==> src/rtl/mdu_sched.sv <==
// mdu_sched: multi-cycle multiply/divide scheduler for the EX stage.
//
// Runs one shared iterative engine. Restoring shift-subtract is used for
// div/divu, and shift-add for mult/multu when MDU_ITER_MUL_EN is defined.
// The pipeline is held through stallreq_for_ex while an operation is in
// flight. The result then leaves in a single HI/LO write beat.
//
// Build option:
//   MDU_ITER_MUL_EN  defined   -> mult/multu run on the iterative engine
//                    undefined -> mult/multu complete combinationally in IDLE
//
// Ports:
//   clk, rst          clock, synchronous active-high reset
//   stall[5:0]        pipeline stall vector; stall[3]=1 holds EX
//   cancel            flush: abort and return to IDLE without a write
//   op_div/op_divu/op_mult/op_multu  one-hot request from EX
//   src_a, src_b      rs (dividend/multiplicand), rt (divisor/multiplier)
//   stallreq_for_ex   stall request while a result is pending
//   hi_we, lo_we      HI/LO write strobes
//   hi_o, lo_o        HI/LO write data
//   busy              state != IDLE
//
// state | meaning
// IDLE  | waiting for a request; combinational multiply in the default build
// RUN   | one engine iteration per cycle, WIDTH iterations in total
// DIVZ  | divide by zero; the fixed result is already loaded
// DONE  | result valid; write when EX is not held
module mdu_sched #(
  parameter int WIDTH = 32
) (
  input  logic             clk,
  input  logic             rst,
  input  logic [5:0]       stall,
  input  logic             cancel,
  input  logic             op_div,
  input  logic             op_divu,
  input  logic             op_mult,
  input  logic             op_multu,
  input  logic [WIDTH-1:0] src_a,
  input  logic [WIDTH-1:0] src_b,
  output logic             stallreq_for_ex,
  output logic             hi_we,
  output logic             lo_we,
  output logic [WIDTH-1:0] hi_o,
  output logic [WIDTH-1:0] lo_o,
  output logic             busy
);

  typedef enum logic [1:0] {IDLE, RUN, DIVZ, DONE} state_t;

  localparam logic [5:0] LAST = 6'(WIDTH - 1);

  state_t           state, state_n;
  logic [5:0]       cnt;
  logic [WIDTH-1:0] acc, q, d;
  logic             neg_q, neg_r;
  logic             req_div, req_mul, req_iter, signed_req, accept, divz_req;
  logic             sign_a, sign_b, we;
  logic [WIDTH-1:0] mag_a, mag_b, res_hi, res_lo;
  logic [WIDTH:0]   div_shift, div_diff;
  logic [WIDTH-1:0] div_acc_n, div_q_n;
  logic             unused_stall;

  assign unused_stall = ^{stall[5:4], stall[2:0]};

  assign req_div    = op_div | op_divu;
  assign req_mul    = op_mult | op_multu;
  assign signed_req = op_div | op_mult;
`ifdef MDU_ITER_MUL_EN
  assign req_iter   = req_div | req_mul;
`else
  assign req_iter   = req_div;
`endif
  assign accept     = (state == IDLE) && req_iter && !cancel;
  assign divz_req   = req_div && (src_b == '0);

  assign sign_a = signed_req & src_a[WIDTH-1];
  assign sign_b = signed_req & src_b[WIDTH-1];
  assign mag_a  = sign_a ? -src_a : src_a;
  assign mag_b  = sign_b ? -src_b : src_b;

  // Restoring division step. The partial remainder stays below the divisor,
  // so the shifted value fits in WIDTH+1 bits.
  always_comb begin
    div_shift = {acc, q[WIDTH-1]};
    div_diff  = div_shift - {1'b0, d};
    if (!div_diff[WIDTH]) begin
      div_acc_n = div_diff[WIDTH-1:0];
      div_q_n   = {q[WIDTH-2:0], 1'b1};
    end else begin
      div_acc_n = div_shift[WIDTH-1:0];
      div_q_n   = {q[WIDTH-2:0], 1'b0};
    end
  end

`ifdef MDU_ITER_MUL_EN
  logic             is_mul;
  logic [WIDTH:0]   mul_sum;
  logic [2*WIDTH-1:0] prod_i;

  // Shift-add step. After WIDTH steps {acc,q} holds the full product.
  assign mul_sum = q[0] ? ({1'b0, acc} + {1'b0, d}) : {1'b0, acc};
  assign prod_i  = neg_q ? -{acc, q} : {acc, q};
`else
  logic [2*WIDTH-1:0] prod_raw, prod_c;

  assign prod_raw = {{WIDTH{1'b0}}, mag_a} * {{WIDTH{1'b0}}, mag_b};
  assign prod_c   = (sign_a ^ sign_b) ? -prod_raw : prod_raw;
`endif

  always_comb begin
    res_hi = neg_r ? -acc : acc;
    res_lo = neg_q ? -q : q;
`ifdef MDU_ITER_MUL_EN
    if (is_mul) begin
      res_hi = prod_i[2*WIDTH-1:WIDTH];
      res_lo = prod_i[WIDTH-1:0];
    end
`endif
  end

  always_comb begin
    hi_o = res_hi;
    lo_o = res_lo;
`ifndef MDU_ITER_MUL_EN
    if (state == IDLE && req_mul && !cancel) begin
      hi_o = prod_c[2*WIDTH-1:WIDTH];
      lo_o = prod_c[WIDTH-1:0];
    end
`endif
  end

  always_comb begin
    state_n         = state;
    stallreq_for_ex = 1'b0;
    we              = 1'b0;
    case (state)
      IDLE: begin
        if (accept) begin
          stallreq_for_ex = 1'b1;
          state_n         = divz_req ? DIVZ : RUN;
        end
`ifndef MDU_ITER_MUL_EN
        else if (req_mul && !cancel) begin
          we = 1'b1;
        end
`endif
      end
      RUN: begin
        stallreq_for_ex = 1'b1;
        if (cnt == LAST) state_n = DONE;
      end
      DIVZ: begin
        stallreq_for_ex = 1'b1;
        state_n         = DONE;
      end
      DONE: begin
        if (!stall[3]) begin
          we      = 1'b1;
          state_n = IDLE;
        end
      end
      default: state_n = IDLE;
    endcase
    if (cancel) begin
      state_n = IDLE;
      we      = 1'b0;
    end
  end

  assign hi_we = we;
  assign lo_we = we;
  assign busy  = (state != IDLE);

  always_ff @(posedge clk) begin
    if (rst) begin
      state <= IDLE;
      cnt   <= '0;
      acc   <= '0;
      q     <= '0;
      d     <= '0;
      neg_q <= 1'b0;
      neg_r <= 1'b0;
`ifdef MDU_ITER_MUL_EN
      is_mul <= 1'b0;
`endif
    end else begin
      state <= state_n;
      if (accept) begin
        cnt <= '0;
`ifdef MDU_ITER_MUL_EN
        is_mul <= req_mul;
`endif
        if (divz_req) begin
          // Quotient all-ones and remainder equal to the raw dividend.
          acc   <= src_a;
          q     <= '1;
          d     <= src_b;
          neg_q <= 1'b0;
          neg_r <= 1'b0;
        end else if (req_div) begin
          acc   <= '0;
          q     <= mag_a;
          d     <= mag_b;
          neg_q <= sign_a ^ sign_b;
          neg_r <= sign_a;
        end else begin
          acc   <= '0;
          q     <= mag_b;
          d     <= mag_a;
          neg_q <= sign_a ^ sign_b;
          neg_r <= 1'b0;
        end
      end else if (state == RUN) begin
        cnt <= cnt + 6'd1;
`ifdef MDU_ITER_MUL_EN
        if (is_mul) begin
          acc <= mul_sum[WIDTH:1];
          q   <= {mul_sum[0], q[WIDTH-1:1]};
        end else begin
          acc <= div_acc_n;
          q   <= div_q_n;
        end
`else
        acc <= div_acc_n;
        q   <= div_q_n;
`endif
      end
    end
  end

endmodule

==> config.mk <==
export PLATFORM = sky130hd
export DESIGN_NAME = mdu_sched
export DESIGN_NICKNAME = d
export VERILOG_FILES = /design/src/rtl/mdu_sched.sv
export SDC_FILE = /design/constraint.sdc
export NUM_CORES = 2
export LEC_CHECK = 0
export ABC_CLOCK_PERIOD_IN_PS = 16800
export CORE_ASPECT_RATIO = 1.5
export CORE_MARGIN = 2
export CORE_UTILIZATION = 55
export DETAILED_ROUTE_END_ITERATION = 7
export PLACE_DENSITY = 0.76
export SLEW_MARGIN = 15
export SYNTH_ARGS = -nofsm -noshare
export SYNTH_HDL_FRONTEND = slang
export SYNTH_SLANG_ARGS = --single-unit
==> constraint.sdc <==
create_clock -name clk -period 16.8 [get_ports clk]
set_input_delay 3.36 -clock clk [delete_from_list [all_inputs] [get_ports clk]]
set_output_delay 3.36 -clock clk [all_outputs]
set_load 0.05 [all_outputs]
==> summary.txt <==
Run status
  – Status: finished, violations left
  – Failing checks: setup timing

Critical path
  – WS Path Type: primary input to output port
  – Critical path fanouts, max: 6
  – CP startpoint kind: primary input
  – Slowest stage delay, CP: 0.62 ns
  – R2R Path End: acc[1]$_SDFFE_PP0P_
  – CP arrival: about 14 ns
  – R2R depth: 15
  – CP required: roughly 13 ns
  – Critical Path Most Common Cell: buf_4
  – R2R Setup Slk: 11.90 ns
  – Critical Path Sink Type: output port
  – Slowest-stage cell, CP: fa_2
  – R2r startpoint: acc[0]$_SDFFE_PP0P_

Hold path
  – Min-Delay Endpoint: d[31]$_SDFFE_PP0P_
  – Hold Crit Depth: 2
  – Worst Min Path Start: d[31]$_SDFFE_PP0P_
  – Worst Hold Class: flip-flop to flip-flop

Logic synthesis
  – Post-synth top area share: 0.404
  – Ys flop type: dfxtp_1
  – Syn nets: approximately 6800
  – Ys Warns: 0
  – Post-synth EDFFs: 0
  – Count leader, synth: inv_1
  – Synth async-reset ratio: 0
  – Ranking of synthesized cells by area: fa_1 40%, ha_1 8.6%, inv_1 7.9%
  – Synth cell count leaders: 937 x inv_1, 897 x fa_1, 780 x nor2_1, 663 x nand2_1, 305 x ha_1
  – Largest area contributor in the netlist: fa_1
  – Mapped Area: 44500 µm²
  – Yosys reg bits: 106
  – Synth Instances: 5484
  – Cell variety after synth: 90
  – Avg Inst Size Synth: 8.11 µm²
  – Post-synthesis sequential area ratio: 0.0477

STA
  – Worst slew margin: 0.251
  – Hold slack: 0.474 ns
  – Period utilization: 1.02
  – Final Hold Viols: 0
  – Worst Clk Skew: around 0.012 ns
  – Final slew viol count: 0
  – Setup TNS: -1.76 ns
  – Setup-failing EPs final: 20
  – RSZ-0062 raised after global routing: true
  – F_max: between 50 and 60 MHz
  – Worst Slack Setup Final: -0.271 ns
  – Min Tclk post-route: 17.07 ns
  – Slew at the pin with the worst max-slew slack: 1.12 ns

Clocking
  – H-tree levels: 3
  – Root Buffer: clkbuf_16
  – Clock Latency Late Sink: 0.38 ns
  – Cts bufs inserted: 9
  – CTS tree: built
  – # clock sinks: 106
  – CTS Buffer Depth: 2
  – Clk slew on worst S/H paths: about 0.080 ns

Die
  – Core box area: 80100 µm²
  – Initial Util: 0.556
  – DIE HEIGHT: 352 µm
  – Die Area: 83200 µm²
  – Row count: 127
  – Die W: 236 µm
  – # IOs: approximately 150

Global routing
  – First-pass GRT wire length: 274000 µm
  – Gr usage total: 0.443
  – Initial antenna violation count: 12
  – Vias in the first global route: 45800
  – Pin count of the biggest net entering global routing: 100
  – Global route overflow: 0

Detailed routing
  – # DRC: 0
  – Vias post-DR: 44400
  – Post-route antenna net violation count: 0
  – Via/cell ratio: 5.96
  – Wire length per cell: 24.9 µm
  – Drt first pass iters: 6
  – First DRT Iteration DRCs: around 3800
  – Detailed Route WL: 185000 µm

Placed design
  – PortBufs: 139
  – Final HPWL DP: about 150000 µm
  – Placed Area: 55200 µm²
  – GP Congestion: 1.04

Job
  – Max-cap violations: 0

Layout
  – Nets: 7679
  – Layout cells sized above 1: 0.256
  – Filler cells: 6065
  – Area growth from synthesis to layout: 32.6%
  – Fin area: 59000 µm²
metrics by stage:
stage,util,worst slack [ns],std cells
6_report,0.737,-0.271,7449
4_1_cts,0.714,-0.107,7387
2_1_floorplan,-,0.0197,5484
3_5_place_dp,0.689,-1.43,7299
3_3_place_gp,0.689,-1.23,7299
5_1_grt,0.736,-0.466,7444
worst max-delay path: cells and delay by family:
family / cells / cell delay [ns]
AOI/OAI and AO/OA: 7 / 1.54
xor gates and xnor gates: 1 / 0.35
adders and majority gates: 9 / 4.41
buffers and inverters: 24 / 2.95
and+or+nand+nor: 5 / 1.04
per-layer routing:
metal  vias up  global-route usage  part of all wire
li1      19100                   -                 -
met2      2399               0.745              0.48
met5         -                   0           0.00021
met4         6               0.377              0.11
met3       847              0.0784             0.086
met1     22000               0.486              0.32
placed cells by master, fill, tap and decap left out, types with 19 or more instances in the layout:
cell type	n
a31oi_1	56
a21oi_2	38
mux2i_1	37
mux2_2	22
xor2_1	89
xor2_2	21
nand4_1	41
a21o_1	46
nor2_2	24
o21ai_0	125
o21ai_1	24
a21oi_1	168
a21oi_4	20
buf_12	137
ha_4	19
fa_1	854
buf_4	907
or3_1	20
and2_1	24
nand2b_1	20
a211oi_1	43
o21a_1	19
o31ai_1	26
fa_2	43
o21ai_2	26
ha_1	283
nand2_1	638
nand3_1	36
nor2_1	737
dfxtp_1	106
buf_6	61
nor3_1	53
inv_1	920
xnor2_1	125
nor2b_1	21
clkdlybuf4s50_1	64
xnor2_2	53
o211ai_1	21
nor2_4	20
area by class of cell:
type / count / area, µm² / share of cell area
Multi-Input combinational cell: 4154 / 40600 / 0.689
Inverter: 938 / 3520 / 0.0597
Clock inverter: 5 / 46.3 / 0.000785
Timing Repair Buffer: 1191 / 11100 / 0.188
Tap cell: 1032 / 1290 / 0.0219
Clock buffer: 11 / 253 / 0.00428
Sequential cell: 106 / 2120 / 0.0360
Antenna cell: 12 / 30.0 / 0.000509
sequential cells by signal, summed over array words and instances (netlist names):
signal and flops:
cnt 6, neg_r 1, neg_q 1, d 32
state 2, acc 32, q 32
cells by family (layout without fill, tap and decap cells):
family	Yosys count	count (layout)	synth area share
simple gates	1800	1800	0.172
other cells	0	12	0
compound gates	793	793	0.114
xor+xnor	296	296	0.0583
mux	63	63	0.0148
fa+ha+maj	1202	1202	0.489
buf+inv	1224	2145	0.104
flops	106	106	0.0477
how the worst max path moves through the flow:
| stage | startpoint | to | depth (start not counted) |
|---|---|---|---|
| after floorplan | src_a[9] | hi_o[0] | 32 |
| after global placement | src_a[0] | hi_o[31] | 39 |
| after detailed placement | src_a[0] | hi_o[30] | 40 |
| after CTS | src_a[12] | hi_o[29] | 39 |
| after global routing | src_a[10] | hi_o[29] | 40 |
| final | src_a[1] | hi_o[29] | 46 |
what timing repair did:
item / in CTS / in global routing
gates resized for setup: 314 / 312
hold buffers: 0 / 0
pin swaps: 168 / 191
endpoints found under the setup margin: 40 / 39
setup buffers: 75 / 55
Power is not shown: default switching activity piles up to over one toggle a cycle in this logic, so the estimate is an artifact.
